<file path="src/rtl/hwag_pkg.sv">
// Shared types and helpers for the angle-generator output channels.
// Holds the angle geometry, channel state encoding and the arc test.
package hwag_pkg;

  localparam int ANGLE_WIDTH = 24;
  localparam int REV_TOP     = 3839;
  localparam int CYCLE_TOP   = 7679;

  typedef enum logic [1:0] {
    IDLE,
    ARMED,
    ON
  } ch_state_t;

  typedef logic [ANGLE_WIDTH-1:0] angle_t;

  // True when tgt lies in (prev, cur], wrapping through the cycle top.
  function automatic logic in_arc(
    input angle_t prev,
    input angle_t cur,
    input angle_t tgt
  );
    logic hit;
    hit = 1'b0;
    if (cur > prev)
      hit = (tgt > prev) && (tgt <= cur);
    else if (cur < prev)
      hit = (tgt > prev) || (tgt <= cur);
    return hit;
  endfunction

endpackage

</file>
<file path="src/rtl/hwag_arc_cross.sv">
// Combinational crossing detector: did the angle pass the target
// between the previous and the current sample.
module hwag_arc_cross
  import hwag_pkg::*;
(
  input  logic [ANGLE_WIDTH-1:0] prev,
  input  logic [ANGLE_WIDTH-1:0] cur,
  input  logic [ANGLE_WIDTH-1:0] target,
  output logic                   hit
);

  assign hit = in_arc(prev, cur, target);

endmodule

</file>
<file path="src/rtl/hwag_ign_channel.sv">
// One ignition/injection channel: fires out between two programmable
// 720-degree cycle angles, with double-buffered config and max-on guard.
module hwag_ign_channel #(
  parameter int ANGLE_WIDTH = 24,
  parameter int REV_TOP     = 3839,
  parameter int CYCLE_TOP   = 7679,
  parameter int TMR_WIDTH   = 24
) (
  input  logic                   clk,
  input  logic                   rst,
  input  logic                   hwag_start,
  input  logic [ANGLE_WIDTH-1:0] acnt,
  input  logic                   phase,
  input  logic [ANGLE_WIDTH-1:0] cfg_set,
  input  logic [ANGLE_WIDTH-1:0] cfg_reset,
  input  logic [TMR_WIDTH-1:0]   cfg_max_on,
  input  logic                   cfg_wr,
  input  logic                   ch_ena,
  output logic                   out,
  output logic                   busy,
  output logic                   tmo,
  output logic                   cfg_err
);
  import hwag_pkg::*;

  localparam logic [ANGLE_WIDTH-1:0] REV_LEN =
    ANGLE_WIDTH'(REV_TOP + 1);
  localparam logic [ANGLE_WIDTH-1:0] CYC_MAX =
    ANGLE_WIDTH'(CYCLE_TOP);

  ch_state_t state, state_n;

  logic [ANGLE_WIDTH-1:0] cyc;
  logic [ANGLE_WIDTH-1:0] prev_cyc;
  logic [ANGLE_WIDTH-1:0] sh_set;
  logic [ANGLE_WIDTH-1:0] sh_reset;
  logic [ANGLE_WIDTH-1:0] act_set;
  logic [ANGLE_WIDTH-1:0] act_reset;
  logic [TMR_WIDTH-1:0]   timer;

  logic pending;
  logic set_hit;
  logic reset_hit;
  logic lock;
  logic wrap;
  logic cfg_ok;
  logic copy;
  logic tmr_exp;
  logic tmo_set;

  assign cyc     = acnt + (phase ? REV_LEN : '0);
  assign lock    = hwag_start & ch_ena;
  assign wrap    = hwag_start & (cyc < prev_cyc);
  assign cfg_ok  = (cfg_set <= CYC_MAX)
                 & (cfg_reset <= CYC_MAX)
                 & (cfg_set != cfg_reset);
  assign copy    = pending & ((state == IDLE) | wrap);
  assign tmr_exp = (cfg_max_on != '0) & (timer >= cfg_max_on);
  assign busy    = (state == ON);

  hwag_arc_cross u_set (
    .prev   (prev_cyc),
    .cur    (cyc),
    .target (act_set),
    .hit    (set_hit)
  );

  hwag_arc_cross u_reset (
    .prev   (prev_cyc),
    .cur    (cyc),
    .target (act_reset),
    .hit    (reset_hit)
  );

  // Reset wins over set; a set and reset in one step never opens a pulse.
  always_comb begin
    state_n = state;
    tmo_set = 1'b0;
    case (state)
      IDLE: begin
        if (lock) state_n = ARMED;
      end
      ARMED: begin
        if (!lock)
          state_n = IDLE;
        else if (set_hit && !reset_hit)
          state_n = ON;
      end
      ON: begin
        if (!lock) begin
          state_n = IDLE;
        end else if (reset_hit) begin
          state_n = ARMED;
        end else if (tmr_exp) begin
          state_n = ARMED;
          tmo_set = 1'b1;
        end
      end
      default: state_n = IDLE;
    endcase
  end

  always_ff @(posedge clk or posedge rst) begin
    if (rst) begin
      state    <= IDLE;
      out      <= 1'b0;
      prev_cyc <= '0;
      timer    <= '0;
    end else begin
      state <= state_n;
      out   <= (state_n == ON);
      if (hwag_start)
        prev_cyc <= cyc;
      if ((state_n == ON) && (state != ON))
        timer <= '0;
      else if ((state == ON) && (timer != '1))
        timer <= timer + 1'b1;
    end
  end

  always_ff @(posedge clk or posedge rst) begin
    if (rst) begin
      sh_set    <= '0;
      sh_reset  <= '0;
      act_set   <= '0;
      act_reset <= '0;
      pending   <= 1'b0;
      cfg_err   <= 1'b0;
      tmo       <= 1'b0;
    end else begin
      if (copy) begin
        act_set   <= sh_set;
        act_reset <= sh_reset;
      end
      if (cfg_wr && cfg_ok) begin
        sh_set   <= cfg_set;
        sh_reset <= cfg_reset;
        pending  <= 1'b1;
      end else if (copy) begin
        pending <= 1'b0;
      end
      if (cfg_wr)
        cfg_err <= !cfg_ok;
      if (tmo_set)
        tmo <= 1'b1;
      else if (cfg_wr)
        tmo <= 1'b0;
    end
  end

endmodule

</file>
<file path="config.mk">
export PLATFORM = sky130hd
export DESIGN_NAME = hwag_ign_channel
export DESIGN_NICKNAME = d
export VERILOG_FILES = /design/src/rtl/hwag_pkg.sv /design/src/rtl/hwag_arc_cross.sv /design/src/rtl/hwag_ign_channel.sv
export SDC_FILE = /design/constraint.sdc
export NUM_CORES = 1
export LEC_CHECK = 0
export ABC_AREA = 1
export CORE_MARGIN = 5
export CORE_UTILIZATION = 45
export DETAILED_ROUTE_END_ITERATION = 8
export PLACE_DENSITY_LB_ADDON = 0.1
export SETUP_SLACK_MARGIN = 0.4
export SLEW_MARGIN = 30
export SYNTH_ARGS = -nofsm -noshare
export SYNTH_HDL_FRONTEND = slang
export SYNTH_SLANG_ARGS = --single-unit
</file>
<file path="constraint.sdc">
create_clock -name clk -period 5.9 [get_ports clk]
set_clock_uncertainty 0.15 [all_clocks]
set_input_delay 1.18 -clock clk [delete_from_list [all_inputs] [get_ports clk]]
set_output_delay 1.18 -clock clk [all_outputs]
set_load 0.02 [all_outputs]
</file>
Yosys cells after proc, flatten, opt, wreduce, memory -nomap -nowiden
Cells that the tools add are included.

Register bits: 150. Output and inout bits: 4. Logic and storage cells: 72.

Add/sub/neg operators: 2. Order comparisons: 9. Equal/unequal tests: 6. Muxes and demuxes: 22. Bitwise logic cells: 7. Reductions and logical operators: 15.

Operators with widths (count): 24-bit > comparator (3); 24-bit by 13-bit less-or-equal comparator with 1-bit output (second input constant) (2); 24-bit less-or-equal comparator (2); 24-bit two-way mux (2); 24-bit by 1-bit adder with 24-bit output (second input constant) (1); 24-bit by 12-bit adder with 24-bit output (1); 24-bit >= comparator (1); 24-bit < comparator (1); 24-bit != test (1); 24-bit != test (second input constant) (1); 24-bit nonzero test (1); 1-bit two-way mux (12); 12-bit two-way mux (1); 2-bit two-way mux (6); 1-bit bitwise AND (6); 1-bit logical AND (6); 2-bit case mux with 3 select lines (1); 2-bit nonzero test (3); 2-bit equality test (second input constant) (2); 2-bit by 1-bit equality test with 1-bit output (second input constant) (1); 1-bit zero test (2); 2-bit zero test (1); 1-bit logical OR (2); 2-bit != test (second input constant) (1); 1-bit bitwise OR (1).

Depth between registers and ports, before layout
Gate-level depths: netlist (run 1).

Depth after elaboration: 14. Depth in mapped cells: 29. Depth with buffers taken out: 28.

Cells and area by module
From an unflattened synthesis (run 1), not the netlist that was laid out.

Cells, all modules: 1739. Area total of the unflattened synthesis: 12622.1 um^2.

Modules (own cells, without submodules): hwag_ign_channel (times used 1, cells each 1089, area each 8613.3 um^2, sequential area each 3753.6 um^2); hwag_arc_cross (times used 2, cells each 325, area each 2004.4 um^2, sequential area each 0.0 um^2).

Least setup slack after synthesis (run 1)
OpenSTA, ideal clock, no wires.

Path type: input to register. From: input acnt[8]. To: register act_reset[10]. Setup time: 0.130 ns. Data arrival time: 4.275 ns. Required time: 5.620 ns. Setup slack: 1.344 ns. Cell stages on the path: 25. Path buffers: 1. Path through: ha_1 inv_1 fa_1 nand3b_1 nand2_1 nand2_1 nor2_1 inv_1 nor2_1 inv_1 nor3_2 nand2_1 xor2_1 inv_1 ha_1 nand4_1 nor2_1 nand2_1 a21oi_2 nor2_2 inv_2 o22ai_2 nand2_4 clkbuf_1 o21ai_1.

Longest elaborated chain between the ends: 5.

RTL lines: start: declaration (RTL line hwag_ign_channel.sv:12) `input logic [ANGLE_WIDTH-1:0] acnt,`; 24-bit by 12-bit adder with 24-bit output (RTL line hwag_ign_channel.sv:51) `assign cyc = acnt + (phase ? REV_LEN : '0);`; named net cyc[22] (RTL line hwag_ign_channel.sv:33) `logic [ANGLE_WIDTH-1:0] cyc;`; 24-bit < comparator (RTL line hwag_ign_channel.sv:53) `assign wrap = hwag_start & (cyc < prev_cyc);`; 1-bit bitwise AND (RTL line hwag_ign_channel.sv:53); 1-bit bitwise OR (RTL line hwag_ign_channel.sv:57) `assign copy = pending & ((state == IDLE) | wrap);`; 1-bit bitwise AND (RTL line hwag_ign_channel.sv:57); end signal: assignment (RTL line hwag_ign_channel.sv:133) `act_reset <= sh_reset;`; end: declaration (RTL line hwag_ign_channel.sv:38) `logic [ANGLE_WIDTH-1:0] act_reset;`.

The timed path passes the listed nets, and every way through them passes these cells. A chain may end at the register's enable or synchronous reset.

Worst setup path in the final report (run 1)
From: input phase. To: register act_set[5].

Longest elaborated chain between the ends: 6.

RTL lines: start: declaration (RTL line hwag_ign_channel.sv:13) `input logic phase,`; 12-bit two-way mux (RTL line hwag_ign_channel.sv:51); 24-bit by 12-bit adder with 24-bit output (RTL line hwag_ign_channel.sv:51); named net cyc[22] (RTL line hwag_ign_channel.sv:33); 24-bit < comparator (RTL line hwag_ign_channel.sv:53); 1-bit bitwise AND (RTL line hwag_ign_channel.sv:53); 1-bit bitwise OR (RTL line hwag_ign_channel.sv:57); 1-bit bitwise AND (RTL line hwag_ign_channel.sv:57); end signal: assignment (RTL line hwag_ign_channel.sv:132) `act_set <= sh_set;`; end: declaration (RTL line hwag_ign_channel.sv:37) `logic [ANGLE_WIDTH-1:0] act_set;`.

The timed path passes the listed nets, and every way through them passes these cells.

==> out/results.ini, run 1 <==
[run_status]
status=complete, no violations

[logic_synthesis]
synth.ff_latch_count=150
syn-cell-area_sq_um=10600
synthFlopType=dfrtp_1
synth_common_cells=nand2_1 (343), inv_1 (266), dfrtp_1 (150)
synth-seq-area-share=0.355
yosysWarnings=0
synth_most_common_cell=nand2_1
syn_nets=1636
synth-edff-count=0
synthTopCellsByArea=dfrtp_1 (35%), ha_1 (18%), nand2_1 (12%)
synth_cell_types=43
synth_cells=1384
synth_top_area_cell=dfrtp_1
synth.top_cell.area_share=0.355
syn_avg_cell_area_sq_um=7.64
synthArstFlopShare=1.00

[pwr]
p_leak_nw=6.88
p_clk_frac=0.404
p_comb_frac=0.173
seqPwrFrac=0.424
vdd_drop_max_v=0.000155
switchingPower_mw=0.727
switching_share=0.285
power.density_nw_per_um2=202
p_int_mw=1.82

[detailed_routing]
drc=0
vias=8797
first_pass_iters=4
drtIter0Drc=447
wl_mm=25.1
ant_nets=0
routedWlPerCell_um=13.8
via_per_inst=4.81

[cells_and_area]
n_antenna_cell=0
final_area_sq_um=12600
drive_above_1_share=0.0530
nets=1749
syn2layout_area_growth_pct=19.2
multi_input_area_sq_um=5720
regArea_sq_um=3750
final.fill_count=2255
instances_no_fill=1829

[sta]
slew_headroom=0.481
setup_tns_ns=0
setup_viol_count_final=0
rsz0062_at_grt=true
min_period_ns=5.15
tightest_slew_ns=0.777
finalHoldViolations=0
timing.final.ws_setup_ns=0.745
fmax_mhz=194
maxSlewViolCount=0
fin_crit_sh=0.874
timing.hold.ws_ns=0.331

[clocking]
cts_tree=done
cts-root-buf=clkbuf_16
clock_latency_ns=0.42
path_clk_slew_ns=0.06
cts_sinks=150
clockBufferDepth=2
numCtsBuffers=17
cts.htree.levels=4

[setup_path]
critPathMaxFanout=48
r2r_slack_ns=3.43
crit-reg2reg-capture=timer[1]
critPathRequiredTime_ns=6.05
r2r_cells=15
max_stage_delay_ns=0.56
crit_path_end_kind=flop
crit_start=phase
slowest_stage=clkdlybuf4s50_1
r2r_start=prev_cyc[19]
cpMostUsedCell=nand2_1
start_kind=input port
critical_path_arrival_ns=5.30
critPathKind=input port to flop

[worst_hold_path]
hp-start=tmo
min_path_cells=2
hp-class=flop to flop
holdPathEnd=tmo

[die]
die_x_um=163
die_y_um=163
dieArea_sq_um=26700
core_area_sq_um=23300
ios=106
rows=56
start_util=0.453

[grt]
grt.total_usage=0.195
grt_pass1_vias=8518
antenna_found_initial=0
overflow=0
grt_max_degree=83
grt_pass1_wl_mm=41.8

[placement]
dp_slack_ns=-0.0287
io_buffers=105
dp_hpwl_mm=20.1
place_area_sq_um=11900
placed_cells=1793
place_congestion=0.882

[flow_run]
maxCapViolCount=0

==> per-layer routing <==
metal	GRT usage	wire, um
met1	0.278	12400
met4	0.0599	507
met2	0.303	11100
met3	0.0358	1100
met5	0	0
==> cells in the final DEF, fill, tap and decap left out, drive strengths merged, types with 12 or more instances in the layout <==
cell and count:
a21oi 68, clkbuf 20, clkdlybuf4s50 105, dfrtp 150
ha 149, inv 273, nand2 347, nand3 40
nand4 27, nor2 108, nor3 12, o21ai 116
xnor2 21, xor2 17
==> cell families after synthesis <==
kind of cell,count (synthesis),share of synthesized area
flops,150,0.355
simple gates,547,0.222
fa+ha+maj,150,0.178
compound gates,205,0.103
xor+xnor,38,0.0315
buf+inv,294,0.110
==> per-stage QoR <==
step	util	total power [mW]
after global placement	0.512	1.52
after CTS	0.536	2.56
after detailed placement	0.512	1.53
after global routing	0.540	2.69
after floorplan	-	1.36
final	0.540	2.55
==> flip-flops by register name, indices dropped and copies added, names as in the netlist <==
register   cells
tmo            1
sh_set        24
act_reset     24
out            1
timer         24
pending        1
state          2
act_set       24
prev_cyc      24
sh_reset      24
cfg_err        1
==> critical path, delay by kind of cell <==
kind	cells	cell delay [ns]
simple gates	13	1.53
compound gates	3	0.28
buf+inv	7	1.15
xor+xnor	1	0.25
fa+ha+maj	3	0.89
==> layout make-up <==
cell class / instances / area share
multi-input combinational: 943 / 0.454
sequential: 150 / 0.298
timing repair buffer: 115 / 0.0909
inverter: 270 / 0.0810
clock buffer: 20 / 0.0370
tap: 319 / 0.0317
clock inverter: 12 / 0.00745
==> power by group through the flow <==
stage               clock (mW)  sequential, mW  combinational, mW
floorplan                    0            1.09              0.266
global placement             0            1.10              0.420
detailed placement           0            1.10              0.432
CTS                       1.05            1.08              0.434
global route              1.10            1.08              0.511
finish                    1.03            1.08              0.439
==> worst max path at each step <==
stage | to | cells after the start | slack (ns)
4_1_cts | act_set[21] | 26 | 0.50
6_report | act_set[5] | 27 | 0.75
2_1_floorplan | act_reset[0] | 1 | 0.53
3_5_place_dp | act_set[21] | 26 | -0.03
5_1_grt | act_reset[2] | 27 | 0.39
3_3_place_gp | timer[19] | 27 | 0.13
==> timing repair <==
action | in CTS | in global routing
pin swaps | 0 | 2
setup endpoints to repair | 2 | 74
gates resized for setup | 1 | 14
hold endpoints to repair | 0 | 0
setup buffers | 0 | 1
hold buffers | 0 | 0
cloned | 0 | 3
Note: power is estimated with default switching activity, not from simulation.
==> inputs of run 2 (changes only) <==
- CORE_ASPECT_RATIO: not set -> 0.7
==> run 2 against run 1 <==
Sequential power about the same; critical path depth unchanged; final cell count decreased by 0.38%; core utilization increased by 0.90 points; die area increased by 0.18%; maximum frequency decreased by 0.45%; clock-buffer cell count decreased by 2; non-clock buffer count increased by 2; hold slack improved by 0.0066 ns; critical path type unchanged.
==> out/results.ini, run 2 (same netlist as run 1, synthesis figures left out) <==
[clocking]
clock_latency_ns=0.42
cts_sinks=150
numCtsBuffers=17
clockBufferDepth=2
cts.htree.levels=4
cts_tree=done
path_clk_slew_ns=0.07
cts-root-buf=clkbuf_16

[die]
ios=106
start_util=0.462
rows=46
die_x_um=193
core_area_sq_um=22900
dieArea_sq_um=26700
die_y_um=138

[cells_and_area]
final.fill_count=2208
nets=1749
n_antenna_cell=0
syn2layout_area_growth_pct=19.0
layout_common_cells=nand2_1 (342), inv_1 (265), dfrtp_1 (150)
drive_above_1_share=0.0536
mostFrequentLayoutCell=nand2_1
final_area_sq_um=12600

[sta]
finalHoldViolations=0
min_period_ns=5.18
maxSlewViolCount=0
setup_viol_count_final=0
timing.final.ws_setup_ns=0.722
setup_tns_ns=0
tightest_slew_ns=0.903
rsz0062_at_grt=true
fmax_mhz=193
fin_crit_sh=0.878
slew_headroom=0.396

[detailed_routing]
drtIter0Drc=549
drc=0
ant_nets=0
wl_mm=26.0
first_pass_iters=5
via_per_inst=4.83
routedWlPerCell_um=14.3
vias=8797

[grt]
grt_pass1_wl_mm=42.9
grt.total_usage=0.194
grt_max_degree=112
antenna_found_initial=0
overflow=0
grt_pass1_vias=8163

[pwr]
power.density_nw_per_um2=203
p_leak_nw=6.87
vdd_drop_max_v=0.000199

[setup_path]
critPathKind=input port to flop
start_kind=input port
max_stage_delay_ns=0.56
cpMostUsedCell=nand2_1
critPathTopFamily=simple AND/OR/NAND/NOR gates
critical_path_arrival_ns=5.33
slowest_stage=clkdlybuf4s50_1
critPathRequiredTime_ns=6.05
critPathMaxFanout=44
critPathBufInv=7
crit_path_end_kind=flop

[placement]
dp_slack_ns=0.164
dp_hpwl_mm=20.7
place_congestion=0.889
io_buffers=105
place_area_sq_um=12000

[flow_run]
maxCapViolCount=0

[run_status]
status=complete, no violations

[worst_hold_path]
hp-class=flop to flop

## run 2: cell count changes in the layout (fill, tap and decap cells not counted), sizes merged
cell      before  now
clkinv         7    5
clkinvlp       2    4
nand3         40   38
buf           10   12
inv          273  275
clkbuf        20   18
## run 2: report_power, final
group | internal, mW | switching (mW) | total, mW
sequential | 1.06 | 0.0218 | 1.08
clock | 0.559 | 0.471 | 1.03
combinational | 0.185 | 0.265 | 0.450
total | 1.80 | 0.758 | 2.56
## run 2: tightest hold or removal path, stage by stage, from the launching register on
cell	delay (ns)
dfrtp_1	0.32
inv_1	0.04
nor2_1	0.09
## run 2: path summary, 6_finish.rpt
| check | start | endpoint | slack, ns | cells after the start |
|---|---|---|---|---|
| worst max-delay path | phase | act_set[21] | 0.72 | 27 |
| worst min-delay path | sh_set[14] | sh_set[14] | 0.34 | 2 |
| worst max register to register | prev_cyc[17] | act_set[21] | 3.33 | 15 |
| worst min register to register | sh_set[14] | sh_set[14] | 0.34 | 2 |
| max in group asynchronous | rst | prev_cyc[18] | 3.36 | 3 |
| min in group asynchronous | rst | sh_set[14] | 1.13 | 2 |
## run 2: per-layer routing
layer  part of all wire  up-vias  global-route usage
li1                   -     4623                   -
met1               0.56     3964               0.319
met2               0.38      195               0.262
met3              0.050       15              0.0374
met4             0.0077        0              0.0365
met5                  0        -                   0
## run 2: final cells by class
type	instances	area, sq um	area share
timing repair buffer	117	1170	0.0927
clock buffer	18	439	0.0349
clock inverter	14	115	0.00915
tap	312	390	0.0310
sequential	150	3750	0.298
inverter	270	1020	0.0812
multi-input combinational	941	5690	0.453
## run 2: stage by stage
| step | power [mW] | instances | hold WS, ns | util |
|---|---|---|---|---|
| CTS | 2.57 | 1818 | 0.341 | 0.547 |
| finish | 2.56 | 1822 | 0.338 | 0.549 |
| floorplan | 1.36 | 1384 | 0.303 | - |
| global route | 2.69 | 1822 | 0.356 | 0.549 |
| global placement | 1.53 | 1786 | 0.316 | 0.522 |
| detailed placement | 1.54 | 1786 | 0.325 | 0.522 |
## run 2: timing repair
item	in CTS	in global routing
endpoints found under the setup margin	0	67
endpoints found under the hold margin	0	0
buffers inserted	0	3
hold buffers	0	0
resized for setup	0	4
